$ cat config.mk
export PLATFORM = sky130hd
export DESIGN_NAME = uart_alu_ctrl
export DESIGN_NICKNAME = d
export VERILOG_FILES = /design/src/rtl/uart_alu_ctrl.sv
export SDC_FILE = /design/constraint.sdc
export NUM_CORES = 1
export LEC_CHECK = 0
export BUFFER_PORTS_ARGS = -buffer_cell sky130_fd_sc_hd__clkbuf_2
export CAP_MARGIN = 20
export CORE_MARGIN = 3
export CORE_UTILIZATION = 60
export DETAILED_ROUTE_END_ITERATION = 6
export PLACE_DENSITY = 0.81
export SLEW_MARGIN = 5
export SYNTH_ARGS = -nofsm -noshare
export SYNTH_HDL_FRONTEND = slang
export SYNTH_SLANG_ARGS = --single-unit
export TNS_END_PERCENT = 5
$ cat constraint.sdc
create_clock -name i_clk -period 3.1 [get_ports i_clk]
set_input_delay 0.155 -clock i_clk [delete_from_list [all_inputs] [get_ports i_clk]]
set_output_delay 0.155 -clock i_clk [all_outputs]
set_load 0.005 [all_outputs]
$ cat src/rtl/uart_alu_ctrl.sv
// Command sequencer between the UART RX and TX FIFOs: pops operand A, operand B
// and an opcode byte, evaluates them on a small ALU and pushes the result byte.
module uart_alu_ctrl #(
    parameter int NB_DATA = 8,
    parameter int NB_OP   = 6
) (
    input  logic               i_clk,
    input  logic               reset,
    input  logic               i_rx_empty,
    input  logic [NB_DATA-1:0] i_r_data,
    output logic               o_rd_uart,
    input  logic               i_tx_full,
    output logic               o_wr_uart,
    output logic [NB_DATA-1:0] o_w_data,
    output logic [NB_DATA-1:0] o_result,
    output logic               o_op_err
);

    typedef enum logic [2:0] {WAIT_A, WAIT_B, WAIT_OP, EXEC, SEND} state_t;

    localparam logic [NB_OP-1:0] OP_ADD = NB_OP'(8'h20);
    localparam logic [NB_OP-1:0] OP_SUB = NB_OP'(8'h22);
    localparam logic [NB_OP-1:0] OP_AND = NB_OP'(8'h24);
    localparam logic [NB_OP-1:0] OP_OR  = NB_OP'(8'h25);
    localparam logic [NB_OP-1:0] OP_XOR = NB_OP'(8'h26);
    localparam logic [NB_OP-1:0] OP_NOR = NB_OP'(8'h27);
    localparam logic [NB_OP-1:0] OP_SRA = NB_OP'(8'h03);
    localparam logic [NB_OP-1:0] OP_SRL = NB_OP'(8'h02);

    state_t             state;
    logic [NB_DATA-1:0] a;
    logic [NB_DATA-1:0] b;
    logic [NB_OP-1:0]   op;
    logic [NB_DATA-1:0] result;
    logic               op_err;
    logic [NB_DATA-1:0] alu_result;
    logic               alu_err;
    logic               in_rx_state;

    // Shifts by NB_DATA or more fall out naturally: >> fills with zeros and
    // >>> on a signed operand fills with copies of the sign bit.
    always_comb begin
        alu_result = '0;
        alu_err    = 1'b0;
        case (op)
            OP_ADD:  alu_result = a + b;
            OP_SUB:  alu_result = a - b;
            OP_AND:  alu_result = a & b;
            OP_OR:   alu_result = a | b;
            OP_XOR:  alu_result = a ^ b;
            OP_NOR:  alu_result = ~(a | b);
            OP_SRA:  alu_result = $signed(a) >>> b;
            OP_SRL:  alu_result = a >> b;
            default: alu_err    = 1'b1;
        endcase
    end

    always_ff @(posedge i_clk or negedge reset) begin
        if (!reset) begin
            state  <= WAIT_A;
            a      <= '0;
            b      <= '0;
            op     <= '0;
            result <= '0;
            op_err <= 1'b0;
        end else begin
            case (state)
                WAIT_A: begin
                    if (!i_rx_empty) begin
                        a     <= i_r_data;
                        state <= WAIT_B;
                    end
                end
                WAIT_B: begin
                    if (!i_rx_empty) begin
                        b     <= i_r_data;
                        state <= WAIT_OP;
                    end
                end
                WAIT_OP: begin
                    if (!i_rx_empty) begin
                        op    <= i_r_data[NB_OP-1:0];
                        state <= EXEC;
                    end
                end
                EXEC: begin
                    result <= alu_result;
                    op_err <= alu_err;
                    state  <= SEND;
                end
                SEND: begin
                    if (!i_tx_full) begin
                        state <= WAIT_A;
                    end
                end
                default: state <= WAIT_A;
            endcase
        end
    end

    // Strobes are gated by reset so the FIFOs are never touched while held in reset.
    assign in_rx_state = (state == WAIT_A) || (state == WAIT_B) || (state == WAIT_OP);
    assign o_rd_uart   = reset && in_rx_state && !i_rx_empty;
    assign o_wr_uart   = reset && (state == SEND) && !i_tx_full;
    assign o_w_data    = result;
    assign o_result    = result;
    assign o_op_err    = op_err;

endmodule

Word level (Yosys, flattened, before mapping)
Cells that the tools add are included.
{"block": "word_totals", "word_cells": 52, "inputBits": 12, "ff_bits": 34, "out_inout_bits": 19}
{"block": "op_classes", "n_eq_ne": 16, "n_shift": 2, "n_bitwise": 5, "reduce_logical": 14, "muxes": 7, "n_addsub": 2}
{"operator": "one-hot mux 8 bit (8 select lines)", "n": 1}
{"operator": "== test 6 bit (second input constant)", "n": 6}
{"operator": "one-hot mux 3 bit (5 select lines)", "n": 1}
{"operator": "== test 6 x 2 -> 1 bit (second input constant)", "n": 2}
{"operator": "2-to-1 mux 3 bit", "n": 4}
{"operator": "adder 8 bit", "n": 1}
{"operator": "AND 8 bit", "n": 1}
{"operator": "inequality test 2 bit (second input constant)", "n": 4}
{"operator": "inverter 8 bit", "n": 1}
{"operator": "OR 8 bit", "n": 1}
{"operator": "OR reduction 8 bit", "n": 1}
{"operator": ">> shifter 8 x 8 -> 8 bit", "n": 1}
{"operator": ">>> shifter 8 x 8 -> 8 bit", "n": 1}
{"operator": "subtractor 8 bit", "n": 1}
{"operator": "XOR 8 bit", "n": 1}
{"operator": "== test 3 x 2 -> 1 bit (second input constant)", "n": 2}
{"operator": "AND reduction 2 bit", "n": 3}
{"operator": "logical AND 1 bit", "n": 4}
{"operator": "AND reduction 4 bit", "n": 1}
{"operator": "== test 3 x 1 -> 1 bit (second input constant)", "n": 1}
{"operator": "== test 3 bit (second input constant)", "n": 1}
{"operator": "logical NOT 3 bit", "n": 1}
{"operator": "logical NOT 1 bit", "n": 2}
{"operator": "logical OR 1 bit", "n": 2}
{"operator": "2 further kinds", "n": 2}

Longest topological paths before layout
Gate-level depths: netlist (run 1).
{"block": "logic_depth", "depth_word": 5, "mapped_depth": 13, "depth_no_buf": 11}

Least setup slack after synthesis (run 1)
Ideal clock, no wire load.
{"block": "synth_timing", "path_kind": "register -> register", "start": "register op[3]", "end": "register result[3], in the netlist o_result[3]", "path_stages_with_launch": 11, "setup_time_ns": 0.147, "required_ns": 2.953, "arrival_ns": 2.711, "n_path_buf": 0, "synth_period_minus_slack_ns": 2.859, "setup_slack_ns": 0.241, "path_cell_list": "dfrtp_1 > or4b_4 > nor3b_4 > mux2i_1 > ha_1 > nor2b_1 > o21a_1 > nor2_1 > xnor2_1 > a2111oi_0 > o21ai_0"}
{"block": "synth_between", "elab_chain_len": 2, "word_cells_on_any_way": 9, "cone_classes": "eq/ne: 8; mux: 1"}
{"element": "from (decl)", "line_no": "33", "source": "logic [NB_OP-1:0] op;"}
{"element": "from (signal assigned)", "line_no": "82", "source": "op <= i_r_data[NB_OP-1:0];"}
{"element": "== test 6 x 2 -> 1 bit or == test 6 bit (tied branches)", "line_no": "45", "source": "case (op)"}
{"element": "one-hot mux 8 bit (8 select lines) (*)", "line_no": "45"}
{"element": "to (signal assigned)", "line_no": "87", "source": "result <= alu_result;"}
{"element": "to (decl)", "line_no": "34", "source": "logic [NB_DATA-1:0] result;"}
Mark *: on every way between the ends. The rest lies on a longest branch, timed or not.
A chain may end at the register's enable or synchronous reset.

Worst setup path after layout (run 1)
{"block": "layout_timing", "start": "register op[2]", "end": "register result[5], in the netlist o_result[5]"}
The elaborated chain is that of the path after synthesis.

==> results of run 1 <==
-- flip-flops by register name, indices dropped and copies added (netlist names) --
signal	flops
b	8
state	3
o_op_err	1
a	8
o_result	8
op	6
-- cell families (layout without fill, tap and decap cells) --
family | Yosys count | count (layout) | share of synthesized area
flops | 34 | 34 | 0.292
compound gates | 86 | 86 | 0.192
mux | 24 | 24 | 0.104
fa+ha+maj | 25 | 25 | 0.110
buf+inv | 42 | 68 | 0.0666
xor+xnor | 20 | 20 | 0.0628
simple gates | 104 | 104 | 0.172
-- per-layer routing --
layer  track usage  wire length, um
met2         0.460             3530
met3        0.0449              609
met4        0.0796              114
met1         0.393             3380
met5             0                0
-- report_power, final --
part           switching, mW  total, mW  internal (mW)
Combinational           1.38       2.57           1.19
Clock                  0.178      0.357          0.179
Sequential             0.325      0.955          0.630
-- layout make-up --
type,instances,area share
sequential,34,0.265
tap,52,0.0202
multi-input combinational,259,0.588
clock buffer,6,0.0257
clock inverter,2,0.00389
inverter,17,0.0198
timing repair buffer,43,0.0778
-- metrics by stage --
stage	instance area (um2)	hold slack (ns)
final	3220	0.0797
after global placement	3080	0.145
after floorplan	2910	-0.141
after CTS	3190	0.0795
after detailed placement	3080	0.156
after global routing	3220	0.114
-- synthesized netlist by cell type (all sizes together), types with 2 or more instances --
master   instances
and3             4
inv             16
a221oi           2
nand2b           2
a32oi            4
nor2b            3
a211oi           4
nand2           45
o211ai           5
a21oi           16
mux2            10
or3              2
clkbuf          11
xnor2           15
o22ai            2
o211a            2
buf             14
o2111ai          3
xor2             5
nor3             5
nand3b           4
mux4             4
o21ai           30
nand3            9
ha              24
nor4             5
a31oi            3
dfrtp           34
nor2            20
a222oi           3
o21a             3
mux2i           10
-- worst paths after layout --
path / to / start / depth (start not counted) / slack (ns)
worst max-delay path: o_result[5] / op[2] / 12 / 0.16
worst min-delay path: a[6] / i_r_data[6] / 3 / 0.08
worst max register to register: o_result[5] / op[2] / 12 / 0.16
worst min register to register: o_result[3] / o_result[3] / 2 / 0.51
max in group asynchronous: a[7] / reset / 3 / 2.10
min in group asynchronous: b[3] / reset / 2 / 0.37
-- critical path: stages, from the launching register on --
cell and delay, ns:
dfrtp_1 0.42, or4b_4 0.55, nor3b_4 0.26, buf_4 0.18
a21oi_1 0.05, xnor2_1 0.14, ha_1 0.35, and3_1 0.21
a21oi_1 0.16, nand3b_1 0.11, xor2_1 0.16, a21oi_1 0.15
o22ai_1 0.08
-- repair_timing --
action	in CTS	in global routing
buffers inserted	0	1
endpoints found under the setup margin	0	2
gates resized for setup	0	6
endpoints found under the hold margin	18	0
hold buffers	1	0
==> results.md, run 1 <==
* Outcome: finished clean
* Slew HR at 0.311
* Worst-skew pair later-pin latency at 0.29 ns
* Area growth syn-to-layout at 10.5%
* GRT Total Usage at 0.284
* CTS tree: done
* Number of global-route vias before repair at 2,337
* Clock net sink count at 34
* WL/cell at 18.5 um
* H-tree level count at 2
* Tcrit/Tclk final at 0.949
* Yosys top cell area share at 0.292
* # nets final at 397
* Yosys top cell by area: dfrtp_1
* Synthesized cell area at 0.00291 mm2
* Die H at 75.6 um
* Fraction of synthesis flops using an asynchronous set or reset pin at 1.00
* Wire length of the first global-routing pass at 11,900 um
* Cts bufs inserted at 5
* Req. time, crit path at 3.26 ns
* Max VDD drop at 783 uV
* Port Buffers at 30
* Crit path max fanout at 6
* Worst setup EP type: register
* Post-Syn Instances at 335
* Core Util, Final at 0.714
* Slew Viols, Final at 0
* Slew of the pin with the lowest slew margin at 1.03 ns
* # diodes at 0
* DP Wirelength at 5870 um
* Share of layout cells above drive strength 1 at 0.208
* Antenna violations before repair at 0
* Vias at 2,633
* Post-synth EDFFs at 0
* Syn Area/Cell at 8.69 um2
* # DRC at 0
* Post-synthesis sequential area ratio at 0.292
* Flops & latches, synth at 34
* Max Buffers Root-to-Sink at 2
* Leak Pwr at 1.44 nW
* Power Dens Cells at 1210 mW/mm2
* Multi-input gate area at 0.00189 mm2
* Starting Density at 0.646
* # Max-Cap Violations at 0
* Setup tns final at 0 ns
* Synth top area cells: dfrtp_1, ha_1, nand2_1, o21ai_0, xnor2_1
* Pre-CTS setup slack at 0.0674 ns
* Worst endpoint data arrival time at 3.10 ns
* Setup violators final at 0
* Post-synth net total at 372
* Storage element area at 852 um2
* Tot Pwr at 3.88 mW
* Starting DRT DRC Count at 235
* Root buffer cell: clkbuf_8
* TritonRoute pass-1 iters at 5
* # fillers at 375
* Clock skew at 0.0108 ns
* Routed WL at 7630 um
* Die ar. at 0.00572 mm2
* Setup slack after layout at 0.157 ns
* GPL Wtd Cong at 1.05
* Largest net degree at the start of global routing at 23
* Synth Flop Type: dfrtp_1
* Ys Warns at 0
* Path type of the worst min-delay path: in2reg
* Io pins at 31
* Die width at 75.6 um
* Core area at 0.00450 mm2
* Setup CP Type: reg2reg
* DR vias/cell at 6.38
* Final critical-path required period at 2.94 ns
* Crit path launch type: register
* Leading cell type in the layout, fill and taps excluded: nand2_1
* Number of cell rows at 24
* Distinct cells, synth at 52
* Clock slew at reported path FFs at 0.08 ns
* Antenna Nets Post-Route at 0
* Final Non-Filler Cells at 413
* Final hold violations at 0
* Grt ovf at 0
* F_max at 340 MHz
* Placed cell count at 403
* Commonest non-fill, non-tap cells in the layout: nand2_1, dfrtp_1, o21ai_0, clkbuf_2, ha_1
Note: power is estimated with default switching activity, not from simulation.
==> run 2: changes to the inputs <==
--- a/config.mk
+++ b/config.mk
@@ -5,12 +5,13 @@
 export SDC_FILE = /design/constraint.sdc
 export NUM_CORES = 1
 export LEC_CHECK = 0
+export ABC_AREA = 1
 export BUFFER_PORTS_ARGS = -buffer_cell sky130_fd_sc_hd__clkbuf_2
 export CAP_MARGIN = 20
 export CORE_MARGIN = 3
-export CORE_UTILIZATION = 60
+export CORE_UTILIZATION = 33
 export DETAILED_ROUTE_END_ITERATION = 6
-export PLACE_DENSITY = 0.81
+export SETUP_SLACK_MARGIN = 0.15
 export SLEW_MARGIN = 5
 export SYNTH_ARGS = -nofsm -noshare
 export SYNTH_HDL_FRONTEND = slang
==> results.md, run 2 <==
* # nets final at 512 (+29%)
* Crit path max fanout at 11 (+5)
* Combinational power share at 0.636 (-0.026)
* Clock skew at 0.00367 ns (-0.00710 ns)
* F_max at 388 MHz (+14%)
* Clock net sink count at 34 (unchanged)
* Tcrit/Tclk final at 0.831 (-0.118)
* DP Area at 0.00320 mm2 (+3.6%)
* Req. time, crit path at 3.29 ns (+0.03 ns)
* Die H at 101 um (+34%)
* Distinct cells, synth at 33 (-37%)
* Core Util, Final at 0.377 (-0.337)
* Synth top area cells: dfrtp_1, nand2_1, ha_1, inv_1, o21ai_0
* Worst setup EP type: register
* Crit path buf inv count at 2 (+1)
* Worst reg2reg path depth at 15 (+3)
* Slew of the pin with the lowest slew margin at 0.713 ns (-0.313 ns)
* Synthesized cell area at 0.00298 mm2 (+2.3%)
* Vias at 2,901 (+10%)
* Post-synth net total at 486 (+31%)
* Slew HR at 0.523 (+0.212)
* Clock slew at reported path FFs at 0.08 ns (about the same)
* Starting Density at 0.340 (-0.306)
* Hold path depth at 3 (unchanged)
* Fraction of synthesis flops using an asynchronous set or reset pin at 1.00 (unchanged)
* Core area at 0.00876 mm2 (+95%)
* # Max-Cap Violations at 0 (unchanged)
* # diodes at 0 (unchanged)
* Crit path launch type: register
* Ys Warns at 0 (unchanged)
* Setup violators final at 0 (unchanged)
* Critical Path Max Stage Delay at 0.49 ns (-0.06 ns)
* Die width at 101 um (+34%)
* Antenna violations before repair at 0 (unchanged)
* Final Cell Area at 0.00330 mm2 (+2.7%)
* Port Buffers at 30 (unchanged)
* Seq pwr share at 0.264 (+0.018)
* Grt ovf at 0 (unchanged)
* Io pins at 31 (unchanged)
* DR vias/cell at 4.97 (-22%)
* Outcome: finished clean
* CTS tree: done
* Number of global-route vias before repair at 2,715 (+16%)
* WL/cell at 14.5 um (-21%)
* Cts bufs inserted at 5 (unchanged)
* Worst-skew pair later-pin latency at 0.29 ns (about the same)
* Max VDD drop at 441 uV (-44%)
* Largest delay contributor family on the critical path: compound AO/OA/AOI/OAI gates
* Yosys top cell area share at 0.286 (-0.00663)
* Crit path depth at 15 (+3)
* Synth top cells by count: nand2_1, inv_1, o21ai_0
* Crit-path cells: inv_1 -> ha_1 -> inv_1 -> o21ai_0 -> nand2_1 -> xor2_1 -> ha_1 -> a21oi_1 -> o21ai_0 -> a21oi_1 -> nand3_1 -> nand3_1 -> nand2_1 -> nand2_1 -> nand2_1
* Largest net degree at the start of global routing at 26 (+13%)
* Post-synth EDFFs at 0 (unchanged)
* Clock power share at 0.101 (+0.009)
* Final critical-path required period at 2.58 ns (-0.366 ns)
* Max Buffers Root-to-Sink at 2 (unchanged)
* Routed WL at 8470 um (+11%)
* Worst endpoint data arrival time at 2.77 ns (-0.33 ns)
* Setup CP Type: reg2reg
* Area growth syn-to-layout at 10.9%
* Slew Viols, Final at 0 (unchanged)
* Syn Area/Cell at 6.63 um2 (-24%)
* Starting DRT DRC Count at 190 (-19%)
* Synth Flop Type: dfrtp_1
* Final hold violations at 0 (unchanged)
* H-tree level count at 2 (unchanged)
* GPL Wtd Cong at 0.907 (-14%)
* Share of layout cells above drive strength 1 at 0.145 (-0.0628)
* Power Dens Cells at 1070 mW/mm2 (-11%)
* Root buffer cell: clkbuf_8
* CP dominant cell by count: nand2_1
* Path type of the worst min-delay path: in2reg
* Antenna Nets Post-Route at 0 (unchanged)
* RSZ-0062 raised after global routing: no
* Commonest non-fill, non-tap cells in the layout: nand2_1, inv_1, o21ai_0
* Number of cell rows at 34 (+42%)
* Leading cell type in the layout, fill and taps excluded: nand2_1
* Yosys top cell by area: dfrtp_1
* Flops & latches, synth at 34 (unchanged)
* # DRC at 0 (unchanged)
* GRT Total Usage at 0.174 (-0.110)
* Post-synthesis sequential area ratio at 0.286 (-0.00663)
* Switch Pwr at 1.91 mW (+1.5%)
* Max stage delay cell, worst path: dfrtp_1
* DP Wirelength at 6720 um (+15%)
* Switching Fraction at 0.539 (+0.0537)
* Total internal power at 1.63 mW (-18%)
* Count leader, synth: nand2_1
* Setup tns final at 0 ns (unchanged)
* Post-Syn Instances at 449 (+34%)
* TritonRoute pass-1 iters at 5 (unchanged)
* Leak Pwr at 1.78 nW (+23%)
* Wire length of the first global-routing pass at 13,800 um (+16%)
* Die ar. at 0.0102 mm2 (+78%)
==> run 2: stage by stage <==
step	hold WS, ns	instances	setup WS, ns	power, mW
6_report	0.110	584	0.523	3.55
3_5_place_dp	0.0708	575	0.446	3.16
4_1_cts	0.106	584	0.431	3.54
2_1_floorplan	-0.141	449	0.622	2.57
3_3_place_gp	0.0587	575	0.531	3.12
5_1_grt	0.131	584	0.203	3.95
==> run 2: power by group through the flow <==
stage / combinational (mW) / sequential [mW] / clock [mW]
2_1_floorplan: 1.75 / 0.821 / 0
3_3_place_gp: 2.19 / 0.934 / 0
3_5_place_dp: 2.22 / 0.939 / 0
4_1_cts: 2.24 / 0.932 / 0.363
5_1_grt: 2.60 / 0.970 / 0.382
6_report: 2.25 / 0.935 / 0.357
==> run 2: worst paths after layout <==
path                                 from     endpoint  slack [ns]
worst max-delay path                 b[0]  o_result[7]        0.52
worst min-delay path            i_tx_full     state[2]        0.11
worst max register to register       b[0]  o_result[7]        0.52
worst min register to register      op[3]        op[3]        0.50
max in group asynchronous           reset         b[1]        2.15
min in group asynchronous           reset  o_result[2]        0.29
==> run 2: per-layer routing <==
layer  up-vias  routed length, um  GRT usage
met1      1333               4010      0.241
met4         0                146     0.0491
met2        73               3830      0.273
met5         -                  0          0
li1       1484                  -          -
met3        11                484     0.0360
==> run 2: kinds of logic after synthesis <==
logic type,count (synthesis),synth area share
buf+inv,74,0.108
flops,34,0.286
simple gates,247,0.365
xor+xnor,6,0.0176
fa+ha+maj,25,0.108
compound gates,63,0.116
==> run 2: repair_timing <==
| item | CTS | global route |
|---|---|---|
| setup endpoints to repair | 0 | 1 |
| buffers inserted | 0 | 0 |
| gates resized for setup | 0 | 1 |
| hold buffers | 1 | 0 |
| hold endpoints to repair | 9 | 0 |
==> run 2: layout make-up <==
type	count	area (um2)
Fill cell	977	5460
Sequential cell	34	852
Inverter	56	210
Clock buffer	6	82.6
Multi-Input combinational cell	341	1800
Timing Repair Buffer	37	205
Clock inverter	2	12.5
Tap cell	108	135
==> run 2: worst min-delay path, stage by stage <==
cell and delay (ns):
clkbuf_2 0.09, nand2_1 0.07, nand2_1 0.05
